--- src/rtl/rf_wport_arbiter_pkg.sv ---
// ============================================================================
// Module   : rf_wport_arbiter_pkg
// Purpose  : Shared types and constants for the register-file write-port arbiter.
// Revision : 1.0
// ============================================================================
`default_nettype none

package rf_wport_arbiter_pkg;

    localparam int RF_ARB_MAX_WAIT = 4;

    typedef struct packed {
        logic [4:0]  dst;
        logic [31:0] data;
        logic        live;
    } rf_wreq_t;

    typedef enum logic [0:0] {
        S_NORMAL = 1'b0,
        S_FORCE  = 1'b1
    } arb_state_t;

endpackage

`default_nettype wire

--- src/rtl/rf_wport_arbiter_fifo.sv ---
// ============================================================================
// Module   : rf_wreq_fifo
// Purpose  : Long-latency return buffer with parallel destination kill (WAW).
// Revision : 1.0
// ============================================================================
`default_nettype none

module rf_wreq_fifo
    import rf_wport_arbiter_pkg::*;
#(
    parameter int DEPTH = 2
)
(
    input  logic        clk,
    input  logic        resetn,
    input  logic        i_push,
    input  logic [4:0]  i_push_dst,
    input  logic [31:0] i_push_data,
    input  logic        i_pop,
    input  logic        i_flush,
    input  logic        i_kill_en,
    input  logic [4:0]  i_kill_dst,
    output rf_wreq_t    o_head,
    output logic        o_empty,
    output logic        o_full
);

    localparam int c_aw = $clog2(DEPTH);
    localparam int c_cw = c_aw + 1;

    logic [c_aw-1:0] r_wptr;
    logic [c_aw-1:0] r_rptr;
    logic [c_cw-1:0] r_count;
    rf_wreq_t        r_mem [DEPTH];
    logic            w_push_live;

    // r0 writes and results superseded by a same-cycle pipeline write are stored dead
    assign w_push_live = (i_push_dst != 5'd0) &&
                         !(i_kill_en && (i_kill_dst == i_push_dst));

    always_ff @(posedge clk or negedge resetn) begin
        if (!resetn) begin
            for (int i = 0; i < DEPTH; i++) begin
                r_mem[i] <= '0;
            end
        end else begin
            for (int i = 0; i < DEPTH; i++) begin
                if (i_push && (r_wptr == c_aw'(i))) begin
                    r_mem[i] <= '{dst: i_push_dst, data: i_push_data, live: w_push_live};
                end else if (i_kill_en && (r_mem[i].dst == i_kill_dst)) begin
                    r_mem[i].live <= 1'b0;
                end
            end
        end
    end

    always_ff @(posedge clk or negedge resetn) begin
        if (!resetn) begin
            r_wptr  <= '0;
            r_rptr  <= '0;
            r_count <= '0;
        end else if (i_flush) begin
            r_wptr  <= '0;
            r_rptr  <= '0;
            r_count <= '0;
        end else begin
            if (i_push) begin
                r_wptr <= r_wptr + 1'b1;
            end
            if (i_pop) begin
                r_rptr <= r_rptr + 1'b1;
            end
            r_count <= r_count + c_cw'(i_push) - c_cw'(i_pop);
        end
    end

    assign o_head  = r_mem[r_rptr];
    assign o_empty = (r_count == '0);
    assign o_full  = (r_count == c_cw'(DEPTH));

endmodule

`default_nettype wire

--- src/rtl/rf_wport_arbiter.sv ---
// ============================================================================
// Module   : rf_wport_arbiter
// Purpose  : Shares the GPR write port between WB and long-latency returns.
//            Optional zero-latency bypass when RF_ARB_BYPASS_EN is defined.
// Revision : 1.0
// ============================================================================
`default_nettype none

module rf_wport_arbiter
    import rf_wport_arbiter_pkg::*;
#(
    parameter int MAX_WAIT = RF_ARB_MAX_WAIT,
    parameter int DEPTH    = 2
)
(
    input  logic        clk,
    input  logic        resetn,
    input  logic        wb_valid,
    input  logic        wb_dis,
    input  logic [4:0]  wb_dst,
    input  logic [31:0] wb_data,
    input  logic        lr_valid,
    output logic        lr_ready,
    input  logic [4:0]  lr_dst,
    input  logic [31:0] lr_data,
    input  logic        lr_flush,
    output logic        pipe_stall,
    output logic        rf_we,
    output logic [4:0]  rf_waddr,
    output logic [31:0] rf_wdata,
    output logic        lr_pending
);

    localparam logic [3:0] c_max_wait = 4'(MAX_WAIT);

    arb_state_t r_state;
    arb_state_t w_state_nxt;
    logic [3:0] r_wait_cnt;
    logic [3:0] w_wait_nxt;
    logic [3:0] w_wait_inc;
    logic       w_pipe_eff;
    logic       w_head_live;
    logic       w_head_dead;
    logic       w_grant_pipe;
    logic       w_grant_head;
    logic       w_grant_byp;
    logic       w_pop;
    logic       w_push;
    logic       w_empty;
    logic       w_full;
    rf_wreq_t   w_head;

    rf_wreq_fifo #(
        .DEPTH (DEPTH)
    ) u_fifo (
        .clk         (clk),
        .resetn      (resetn),
        .i_push      (w_push),
        .i_push_dst  (lr_dst),
        .i_push_data (lr_data),
        .i_pop       (w_pop),
        .i_flush     (lr_flush),
        .i_kill_en   (w_grant_pipe),
        .i_kill_dst  (wb_dst),
        .o_head      (w_head),
        .o_empty     (w_empty),
        .o_full      (w_full)
    );

    assign w_pipe_eff  = wb_valid && !wb_dis && (wb_dst != 5'd0);
    assign w_head_live = !w_empty && w_head.live;
    assign w_head_dead = !w_empty && !w_head.live;
    assign w_wait_inc  = (r_wait_cnt == 4'hF) ? r_wait_cnt : r_wait_cnt + 4'd1;

    assign lr_ready    = !w_full;
    assign lr_pending  = !w_empty;
    assign pipe_stall  = (r_state == S_FORCE) && w_head_live;
    assign w_push      = lr_valid && lr_ready && !lr_flush && !w_grant_byp;

    always_comb begin
        w_grant_pipe = 1'b0;
        w_grant_head = 1'b0;
        w_grant_byp  = 1'b0;
        w_pop        = 1'b0;
        w_state_nxt  = S_NORMAL;
        w_wait_nxt   = 4'd0;
        case (r_state)
            S_NORMAL: begin
                if (w_pipe_eff) begin
                    w_grant_pipe = 1'b1;
                end else if (w_head_live && !lr_flush) begin
                    w_grant_head = 1'b1;
                end
`ifdef RF_ARB_BYPASS_EN
                else if (w_empty && lr_valid && !lr_flush && (lr_dst != 5'd0)) begin
                    w_grant_byp = 1'b1;
                end
`endif
                w_pop = w_grant_head || w_head_dead;
                if (w_pipe_eff && w_head_live) begin
                    w_wait_nxt = w_wait_inc;
                    if (w_wait_inc >= c_max_wait) begin
                        w_state_nxt = S_FORCE;
                    end
                end
            end
            S_FORCE: begin
                // A head killed meanwhile needs no stall; WB proceeds normally
                if (w_head_live) begin
                    w_grant_head = !lr_flush;
                    w_pop        = !lr_flush;
                end else begin
                    w_grant_pipe = w_pipe_eff;
                    w_pop        = w_head_dead;
                end
            end
            default: begin
                w_state_nxt = S_NORMAL;
            end
        endcase
        if (lr_flush) begin
            w_state_nxt = S_NORMAL;
            w_wait_nxt  = 4'd0;
        end
    end

    always_ff @(posedge clk or negedge resetn) begin
        if (!resetn) begin
            r_state    <= S_NORMAL;
            r_wait_cnt <= 4'd0;
        end else begin
            r_state    <= w_state_nxt;
            r_wait_cnt <= w_wait_nxt;
        end
    end

    always_comb begin
        rf_we    = 1'b0;
        rf_waddr = 5'd0;
        rf_wdata = 32'd0;
        if (w_grant_pipe) begin
            rf_we    = 1'b1;
            rf_waddr = wb_dst;
            rf_wdata = wb_data;
        end else if (w_grant_head) begin
            rf_we    = 1'b1;
            rf_waddr = w_head.dst;
            rf_wdata = w_head.data;
        end else if (w_grant_byp) begin
            rf_we    = 1'b1;
            rf_waddr = lr_dst;
            rf_wdata = lr_data;
        end
    end

endmodule

`default_nettype wire
--- config.mk ---
export PLATFORM = sky130hd
export DESIGN_NAME = rf_wport_arbiter
export DESIGN_NICKNAME = d
export VERILOG_FILES = /design/src/rtl/rf_wport_arbiter_pkg.sv /design/src/rtl/rf_wport_arbiter_fifo.sv /design/src/rtl/rf_wport_arbiter.sv
export SDC_FILE = /design/constraint.sdc
export NUM_CORES = 1
export LEC_CHECK = 0
export CORE_MARGIN = 8
export CORE_UTILIZATION = 49
export CTS_BUF_LIST = sky130_fd_sc_hd__clkbuf_16
export DETAILED_ROUTE_END_ITERATION = 12
export PLACE_DENSITY = 0.89
export SETUP_SLACK_MARGIN = 0.02
export SLEW_MARGIN = 10
export SYNTH_ARGS = -nofsm -noshare
export SYNTH_HDL_FRONTEND = slang
export SYNTH_HIERARCHICAL = 1
export SYNTH_SLANG_ARGS = --single-unit
--- constraint.sdc ---
create_clock -name clk -period 2.95 [get_ports clk]
set_input_delay 0.885 -clock clk [delete_from_list [all_inputs] [get_ports clk]]
set_output_delay 0.885 -clock clk [all_outputs]
set_load 0.03 [all_outputs]
==> flow_metrics.tcl <==
set metrics [dict create \
    setup_violations 38 \
    num_io_pins 121 \
    finClkSkew_ns 0.006917 \
    violations "negative setup slack" \
    drc 0 \
    synth_nets 422 \
    status "complete, but fails checks" \
    hpwlAfterDp_um 8151 \
    portBuffers 120 \
    yosysTopAreaCell "dfrtp_1" \
    ys_types 40 \
    yosys_warnings 6 \
    hold_violations 0 \
    fin_crit_ns 3.323 \
    routedWlPerCell_um 22.59 \
    vias 3501 \
    grt-ovfl-total 0 \
    dieArea_um2 12430 \
    arrival_ns 2.44 \
    grt_max_degree 46 \
    gp_congestion 0.8711 \
    crit_path_end_kind "primary output" \
    p_per_area_nw_per_um2 842.2 \
    ys_ff_latch 85 \
    cts_max_level 3 \
    crit_path_max_fanout 8 \
    vias_per_cell 5.693 \
    layout-area-overhead-vs-synth_pct 56.72 \
    ys_seq_area_frac 0.4759 \
    start_util 0.4930 \
    holdWs_ns 0.4931 \
    dp_cells 577 \
    syn_area_per_cell_um2 13.18 \
    detail_route.first_pass.iterations 5 \
    slew_viol_final 0 \
    num_rows 35 \
    placed_area_um2 5928 \
    postRouteAntennaNets 0 \
    ir_worst_vdd_mv 0.4337 \
    cts_root_buf "clkbuf_16" \
    clk_pin_slew_ns 0.06 \
    layout_common_cells "mux2_2 (103), dfrtp_1 (84), clkdlybuf4s50_1 (73)" \
    worstMarginPinSlew_ns 0.5660 \
    crit_slowest_cell "or4_4" \
    grt_pass1_vias 4111 \
    setup_tns_ns -10.76 \
    synth.cell_area_um2 4469 \
    slew-limit-headroom 0.6226 \
    place_ws_ns -0.6175 \
    grt_pass1_wl_um 22140 \
    drive_above_1_share 0.5139 \
    drt-initial-drc-count 126 \
    fin_area_um2 7004 \
    p_leak_nw 3.064 \
    synthArstFlopShare 1.000 \
    r2r_slack_ns 0.92 \
    path_cells "buf_8 > or4_4 > o22ai_4 > buf_12 > buf_12 > buf_12 > a22o_1 > buf_6" \
    synth_cells 339 \
    core_um2 9065 \
    finalWorstSetupSlack_ns -0.3732 \
    max_freq_mhz 300.9 \
    final_common_cell "mux2_2" \
    ys.flop_type "dfrtp_1" \
    p_total_mw 5.899 \
    die_x_um 111.5 \
    hold_path.class "reg -> reg" \
    cts_buffers 9 \
    min_period_over_period 1.127 \
    hold_buffers 0 \
    worstPathRequired_ns 2.07 \
    max-clock-path-buffers 2 \
    max-cap-violations 0 \
    critical_path_class "in -> out" \
    crit_path_start_kind "input port" \
    grt_usage 0.2255 \
    synth_edf_count 0 \
    clock-sinks 85 \
    antenna_found_initial 0 \
    diodes 0 \
    clkLatencyLatePin_ns 0.33 \
    finalCoreUtilization 0.7727 \
    crit_path_frequent_cell "buf_12" \
    ys_top_cells_by_area "dfrtp_1 (48%), mux2_2 (26%), a22o_1 (6.7%)" \
    die-height_um 111.5 \
    cts_tree "done" \
    routed_wl_um 13890 \
    fin_nets 582 \
    rsz0062_at_grt "true" \
    synth_top_cell_area_share 0.4759 \
    fillers 560 \
    slowest_delay_ns 0.54 \
    fin_cells 615 \
]
==> where the power goes <==
part / internal [mW] / switching [mW]
sequential: 1.66 / 0.289
clock: 0.651 / 0.460
combinational: 1.57 / 1.26
==> cells in the mapped netlist (3+ instances only) <==
library cell and count:
mux2_2 104, dfrtp_1 85, a22o_1 34, xnor2_1 11, buf_2 10, nand2_1 10
nor2_1 9, xor2_1 9, inv_1 8, mux2_1 8, buf_6 6, mux2i_1 5
ha_1 3, nor2b_1 3
==> cell type report <==
cell class / instances / area [µm²] / share of cell area
multi-input combinational: 228 / 2521 / 0.3600
sequential: 85 / 2128 / 0.3039
timing repair buffer: 167 / 1893 / 0.2703
clock buffer: 9 / 225.2 / 0.03215
tap: 111 / 138.9 / 0.01983
clock inverter: 7 / 67.56 / 0.009646
inverter: 8 / 30.03 / 0.004287
==> kinds of logic after synthesis <==
family | count (synthesis) | share of synthesized area
AOI/OAI and AO/OA | 45 | 0.08959
xor gates and xnor gates | 20 | 0.03919
adders and majority gates | 3 | 0.008400
buffers and inverters | 26 | 0.03639
DFF | 85 | 0.4759
muxes | 117 | 0.2934
and+or+nand+nor | 43 | 0.05711
==> path summary, 6_finish.rpt <==
| path | start | end | cells after the start |
|---|---|---|---|
| setup / recovery | wb_dst[0] | rf_wdata[31] | 8 |
| hold / removal | u_fifo/r_mem[30] | u_fifo/r_mem[30] | 1 |
| setup reg to reg | u_fifo/r_rptr | u_fifo/r_mem[38] | 8 |
| hold reg to reg | u_fifo/r_mem[30] | u_fifo/r_mem[30] | 1 |
| max in group asynchronous | resetn | u_fifo/r_rptr | 2 |
| min in group asynchronous | resetn | r_wait_cnt[1] | 1 |
==> routing by layer <==
| metal | share of wire | routed length, µm | up-vias | GRT usage |
|---|---|---|---|---|
| met3 | 0.042 | 584 | 33 | 0.05465 |
| met2 | 0.54 | 7503 | 112 | 0.4036 |
| li1 | - | - | 1568 | - |
| met1 | 0.39 | 5427 | 1788 | 0.2515 |
| met4 | 0.027 | 376 | 0 | 0.09025 |
| met5 | 0 | 0 | - | 0 |
==> repair_timing <==
item | in CTS | in global routing
gates cloned | 7 | 1
buffers inserted | 14 | 6
gates resized for setup | 115 | 17
pin swaps | 7 | 18
endpoints found under the setup margin | 38 | 38
==> sequential cells by signal, summed over array words and instances (netlist names) <==
register / cells
u_fifo/r_rptr: 1
u_fifo/r_count: 2
r_wait_cnt: 4
u_fifo/r_mem: 76
r_state: 1
u_fifo/r_wptr: 1
==> critical path, delay by kind of cell <==
family	cells	cell delay, ns
buffers and inverters	5	0.62
and+or+nand+nor	1	0.54
AOI/OAI and AO/OA	2	0.36
(Power assumes the default switching activity.)
